==> src/rtl/inst_fetch.sv <==
// ---------------------------------------------------------------------------
// inst_fetch
//   Instruction-fetch stage. Owns the PC, issues word fetches to instruction
//   memory with at most one request outstanding, and buffers returned words in
//   a small FIFO that presents {instruction, instruction_address} to decode.
//   A redirect from execute flushes the FIFO and discards any in-flight
//   response.
//
// Ports
//   clk                 in   clock, rising edge
//   rst                 in   asynchronous active-low reset
//   jump_flag           in   redirect request from execute
//   jump_address [31:0] in   redirect target (bits [1:0] ignored)
//   stall               in   decode not accepting this cycle
//   imem_req            out  fetch request valid
//   imem_addr    [31:0] out  fetch address (current PC)
//   imem_ready          in   memory accepts request when high with imem_req
//   imem_rvalid         in   response valid, one per accepted request
//   imem_rdata   [31:0] in   response word
//   instruction  [31:0] out  FIFO head word, NOP (32'h13) when empty
//   instruction_address out  FIFO head PC, 0 when empty
//   instruction_valid   out  FIFO non-empty
// ---------------------------------------------------------------------------
module inst_fetch #(
    parameter logic [31:0] ENTRY_ADDR = 32'h0000_1000,
    parameter int unsigned DEPTH      = 2
) (
    input  logic        clk,
    input  logic        rst,
    input  logic        jump_flag,
    input  logic [31:0] jump_address,
    input  logic        stall,
    output logic        imem_req,
    output logic [31:0] imem_addr,
    input  logic        imem_ready,
    input  logic        imem_rvalid,
    input  logic [31:0] imem_rdata,
    output logic [31:0] instruction,
    output logic [31:0] instruction_address,
    output logic        instruction_valid
);

    localparam int unsigned AW = $clog2(DEPTH);
    localparam int unsigned CW = AW + 1;
    localparam logic [CW-1:0] DEPTH_C = CW'(DEPTH);
    localparam logic [31:0] NOP = 32'h0000_0013;

    localparam logic [1:0] S_IDLE    = 2'd0;
    localparam logic [1:0] S_WAIT    = 2'd1;
    localparam logic [1:0] S_DISCARD = 2'd2;

    logic [31:0]   r_pc;
    logic [31:0]   r_fetch_pc;
    logic [1:0]    r_state;
    logic [CW-1:0] r_count;
    logic [AW-1:0] r_wr_ptr;
    logic [AW-1:0] r_rd_ptr;
    logic [63:0]   r_fifo [DEPTH];

    logic          w_push;
    logic          w_pop;
    logic          w_accept;
    logic          w_space;
    logic          w_issue_state;
    logic [CW-1:0] w_count_push;
    logic [31:0]   w_jump_target;
    logic [63:0]   w_head;

    always_comb begin
        w_jump_target = jump_address & 32'hFFFF_FFFC;
        w_push        = (r_state == S_WAIT) & imem_rvalid & ~jump_flag;
        w_pop         = instruction_valid & ~stall;
        // Space is reserved before issuing; a same-cycle pop is not credited.
        w_count_push  = r_count + CW'(w_push);
        w_space       = (w_count_push < DEPTH_C);
        w_issue_state = (r_state == S_IDLE) | ((r_state == S_WAIT) & imem_rvalid);
        // rst gates the request because the FSM sits in IDLE during reset.
        imem_req      = rst & ~jump_flag & w_issue_state & w_space;
        imem_addr     = r_pc;
        w_accept      = imem_req & imem_ready;
        w_head        = r_fifo[r_rd_ptr];
        instruction_valid   = (r_count != '0);
        instruction         = instruction_valid ? w_head[31:0]  : NOP;
        instruction_address = instruction_valid ? w_head[63:32] : '0;
    end

    always_ff @(posedge clk) begin
        if (w_push) begin
            r_fifo[r_wr_ptr] <= {r_fetch_pc, imem_rdata};
        end
    end

    always_ff @(posedge clk or negedge rst) begin
        if (!rst) begin
            r_pc       <= ENTRY_ADDR;
            r_fetch_pc <= '0;
            r_state    <= S_IDLE;
            r_count    <= '0;
            r_wr_ptr   <= '0;
            r_rd_ptr   <= '0;
        end else if (jump_flag) begin
            r_pc     <= w_jump_target;
            r_count  <= '0;
            r_wr_ptr <= '0;
            r_rd_ptr <= '0;
            case (r_state)
                // An outstanding request must still have its response dropped.
                S_WAIT:    r_state <= imem_rvalid ? S_IDLE : S_DISCARD;
                S_DISCARD: r_state <= imem_rvalid ? S_IDLE : S_DISCARD;
                default:   r_state <= S_IDLE;
            endcase
        end else begin
            if (w_accept) begin
                r_fetch_pc <= r_pc;
                r_pc       <= r_pc + 32'd4;
                r_state    <= S_WAIT;
            end else begin
                case (r_state)
                    S_WAIT:    if (imem_rvalid) r_state <= S_IDLE;
                    S_DISCARD: if (imem_rvalid) r_state <= S_IDLE;
                    S_IDLE:    r_state <= S_IDLE;
                    default:   r_state <= S_IDLE;
                endcase
            end
            if (w_push) begin
                r_wr_ptr <= r_wr_ptr + 1'b1;
            end
            if (w_pop) begin
                r_rd_ptr <= r_rd_ptr + 1'b1;
            end
            r_count <= r_count + CW'(w_push) - CW'(w_pop);
        end
    end

endmodule
==> config.mk <==
export PLATFORM = sky130hd
export DESIGN_NAME = inst_fetch
export DESIGN_NICKNAME = d
export VERILOG_FILES = /design/src/rtl/inst_fetch.sv
export SDC_FILE = /design/constraint.sdc
export NUM_CORES = 1
export LEC_CHECK = 0
export BUFFER_PORTS_ARGS = -buffer_cell sky130_fd_sc_hd__buf_4
export CAP_MARGIN = 20
export CORE_MARGIN = 2
export CORE_UTILIZATION = 23
export CTS_BUF_LIST = sky130_fd_sc_hd__clkbuf_4
export DETAILED_ROUTE_END_ITERATION = 10
export GPL_TIMING_DRIVEN = 0
export MAX_ROUTING_LAYER = met4
export PLACE_DENSITY = 0.48
export SLEW_MARGIN = 20
export SYNTH_ARGS = -nofsm -noshare
export SYNTH_HDL_FRONTEND = slang
export SYNTH_SLANG_ARGS = --single-unit
==> constraint.sdc <==
create_clock -name clk -period 10.7 [get_ports clk]
set_input_delay 0.535 -clock clk [delete_from_list [all_inputs] [get_ports clk]]
set_output_delay 0.535 -clock clk [all_outputs]
set_load 0.05 [all_outputs]
==> flow_summary.yaml <==
placement:
  dpl_cell_area_um2: 9940
  placedCellCount: 1228
  io_buffers: 160
  dp_hpwl_um: 16200
  place_congestion: 0.771
  place_ws_ps: 6490
timing:
  slew_headroom_pct: 30.2
  worst_pin_slew_ps: 1040
  hold_slack_ps: 74.7
  fin_crit_sh_pct: 33.5
  setup_slack_ps: 7110
  hold_viol: 0
  finalSetupTns_ps: 0
  fmax_ghz: 0.279
  grt_setup_unrepaired: "false"
  min_period_ps: 3590
  report.final.setup_viol: 0
  clock_skew_ps: 37.7
  slew_viol_final: 0
clock_network:
  cts_hold_buf: 0
  cts_tree: "done"
  numCtsBuffers: 17
  ctsResizeCount: 0
  clkLatencyLatePin_ps: 580
  clock-sinks: 190
  postCtsSetupRepairBufs: 0
  cts-root-buf: "clkbuf_4"
  cts.path.max_buffers: 2
  h-tree-depth: 4
  path_clk_slew_ps: 180
global_routing:
  grt_max_degree: 72
  grt_pass1_wl_um: 33300
  first_global_vias: 5240
  grt_usage_pct: 12.8
  antenna_found_initial: 1
  overflow: 0
critical_path:
  crit_path_cell_trace: "clkbuf_1 -> clkbuf_1 -> nor2_1 -> ha_1 -> xnor2_1 -> nand4_1 -> nor2_1 -> buf_2 -> mux2_2"
  cp-end-kind: "flip-flop"
  path_max_fanout: 10
  critPathSlowestCell: "clkbuf_1"
  cp_num_buf_inv: 3
  worstPathArrival_ps: 4050
  setup.worst_path.class: "in2reg"
  startpoint_type: "primary input"
  crit_family: "buffers and inverters"
  cp.required_ps: 11160
  slowest_delay_ps: 520
route:
  drt_wl_total_um: 22400
  post_drt_wl_per_cell_um: 17.8
  drc: 0
  drt_iter0_markers: 360
  firstDrtPassIters: 5
  antenna_left: 0
  vias: 5392
  via_per_inst: 4.28
synth:
  synth.avg_cell_area_um2: 13.4
  synth.ff_latch_count: 190
  async_reset_ff_share_pct: 34.7
  yosysWarnings: 0
  synth_edf_count: 124
  ys_seq_area_share_pct: 66.6
  syn_inst: 601
  ys_types: 46
  synthesis.area_um2: 8070
  synth_ff_type: "edfxtp_1"
die:
  die_height_um: 191
  rows: 68
  fp.dieW_um: 191
  start_util_pct: 23.4
  die-area_um2: 36600
  ios: 168
  core_area_um2: 34500
final_layout:
  drive_above_1_share_pct: 31.3
  fill_cells: 3574
  finish.utilization_pct: 29.7
  postLayoutCellArea_um2: 10300
  area_growth_pct: 27.2
  fin_cells: 1261
  nNetsFinal: 867
pwr:
  power.total_mw: 2.39
  p_int_mw: 1.37
  sw_frac_of_total_pct: 42.9
  p_comb_share_pct: 42.4
  p_sw_mw: 1.02
  ir_worst_vdd_v: 0.0000913
  clock_power_share_pct: 18.2
  seqPwrFrac_pct: 39.4
  powerDensity_nw_per_um2: 233
  p_leak_nw: 3.83
hold_path:
  hold_path.class: "in2async"
job:
  maxCapViolCount: 0
outcome:
  status: "complete, no violations"
## path summary, 6_finish.rpt
| check | endpoint | depth (start not counted) | slack [ps] | from |
|---|---|---|---|---|
| setup / recovery | r_fetch_pc[7]$_DFFE_PN0P_ | 9 | 7110 | jump_flag |
| hold / removal | imem_addr[28]$_DFFE_PN0P_ | 1 | 70 | rst |
| setup reg to reg | r_fetch_pc[7]$_DFFE_PN0P_ | 9 | 7370 | r_state[0]$_DFFE_PN0P_ |
| hold reg to reg | r_fifo[0][59]$_DFFE_PP_ | 0 | 470 | r_fetch_pc[27]$_DFFE_PN0P_ |
| max in group asynchronous | r_fetch_pc[12]$_DFFE_PN0P_ | 1 | 9960 | rst |
| min in group clk | r_state[1]$_DFFE_PN0P_ | 2 | 110 | imem_rvalid |
## cell usage after synthesis, types with 3 or more instances
library cell,n,area share (%)
edfxtp_1,124,46
and4_1,5,0.54
nand2_1,28,1.3
nor2_1,95,4.4
a311o_1,3,0.37
buf_4,5,0.47
a221o_1,9,1.1
clkbuf_1,27,1.3
and2_1,3,0.23
a31oi_1,12,0.93
o21ai_0,11,0.68
or3_1,9,0.70
ha_1,5,0.78
nand3_1,12,0.74
o311ai_0,5,0.54
xnor2_1,4,0.43
nand4_1,11,0.85
dfrtp_1,65,20
mux2i_1,63,7.8
o31ai_1,3,0.28
nor3_1,8,0.50
o311a_1,4,0.50
nor4_1,5,0.39
buf_2,3,0.19
or4_1,6,0.56
mux2_2,30,4.2
inv_1,16,0.74
and3_1,4,0.31
or2_2,3,0.23
a311oi_1,3,0.33
## sequential cells by signal, indices dropped and copies added, names as in the netlist
signal and cells:
r_count 2, r_rd_ptr 1, imem_addr 30, r_fetch_pc 30, r_wr_ptr 1, r_fifo 124
r_state 2
## metal layers
layer	routed length (um)	vias up	global-route usage, %	share of wire (%)
met5	0	-	-	0
met4	272	0	3.40	1.2
li1	-	2609	-	-
met3	940	11	2.39	4.2
met2	10300	145	19.3	46
met1	10900	2627	17.6	48
## power by group through the flow
stage	logic (mW)	registers (mW)	clock network, mW
2_1_floorplan	0.664	0.975	0
3_3_place_gp	1.03	0.956	0
3_5_place_dp	1.04	0.959	0
4_1_cts	1.04	0.942	0.458
5_1_grt	1.08	0.955	0.483
6_report	1.01	0.942	0.435
## kinds of logic after synthesis
logic type      Yosys count  synth area share (%)
simple gates            199                  11.9
flops                   190                  66.6
mux                      93                  12.0
compound gates           55                  5.18
buf+inv                  52                  2.79
xor+xnor                  6                 0.651
fa+ha+maj                 5                 0.775
other cells               1                0.0465
## worst register-to-register path: cells and delay by family, from the launching register on
| family | cells | cell delay [ps] |
|---|---|---|
| and+or+nand+nor | 4 | 1080 |
| xor gates and xnor gates | 1 | 490 |
| adders and majority gates | 2 | 460 |
| DFF | 1 | 440 |
| muxes | 1 | 390 |
| buffers and inverters | 1 | 360 |
## cells in the final DEF, fill, tap and decap left out, drive strengths merged, types with 2 or more instances in the layout
cell type	n
a311oi	3
o311a	4
a311o	3
nand3	13
o31ai	3
inv	22
clkbuf	48
o21ai	11
dfrtp	65
ha	5
nor2	95
a21oi	2
and4	5
conb	4
nor4	6
clkinv	2
a221o	9
nand4	12
and3	4
or3	11
mux2	30
nand2	28
o311ai	5
and2	3
bufinv	3
xor2	2
or4	7
buf	178
or2	3
nor3	8
mux2i	63
xnor2	4
a41oi	2
edfxtp	124
a31oi	12
## area by class of cell
class	instances	area, um2	area share [%]
antenna	1	2.50	0.0244
timing repair buffer	169	1290	12.6
clock inverter	11	154	1.50
clock buffer	21	158	1.54
multi-input combinational	362	2480	24.2
tap	455	569	5.55
buffer	36	165	1.61
sequential	190	5380	52.4
inverter	16	60.1	0.585
(Power assumes the default switching activity.)
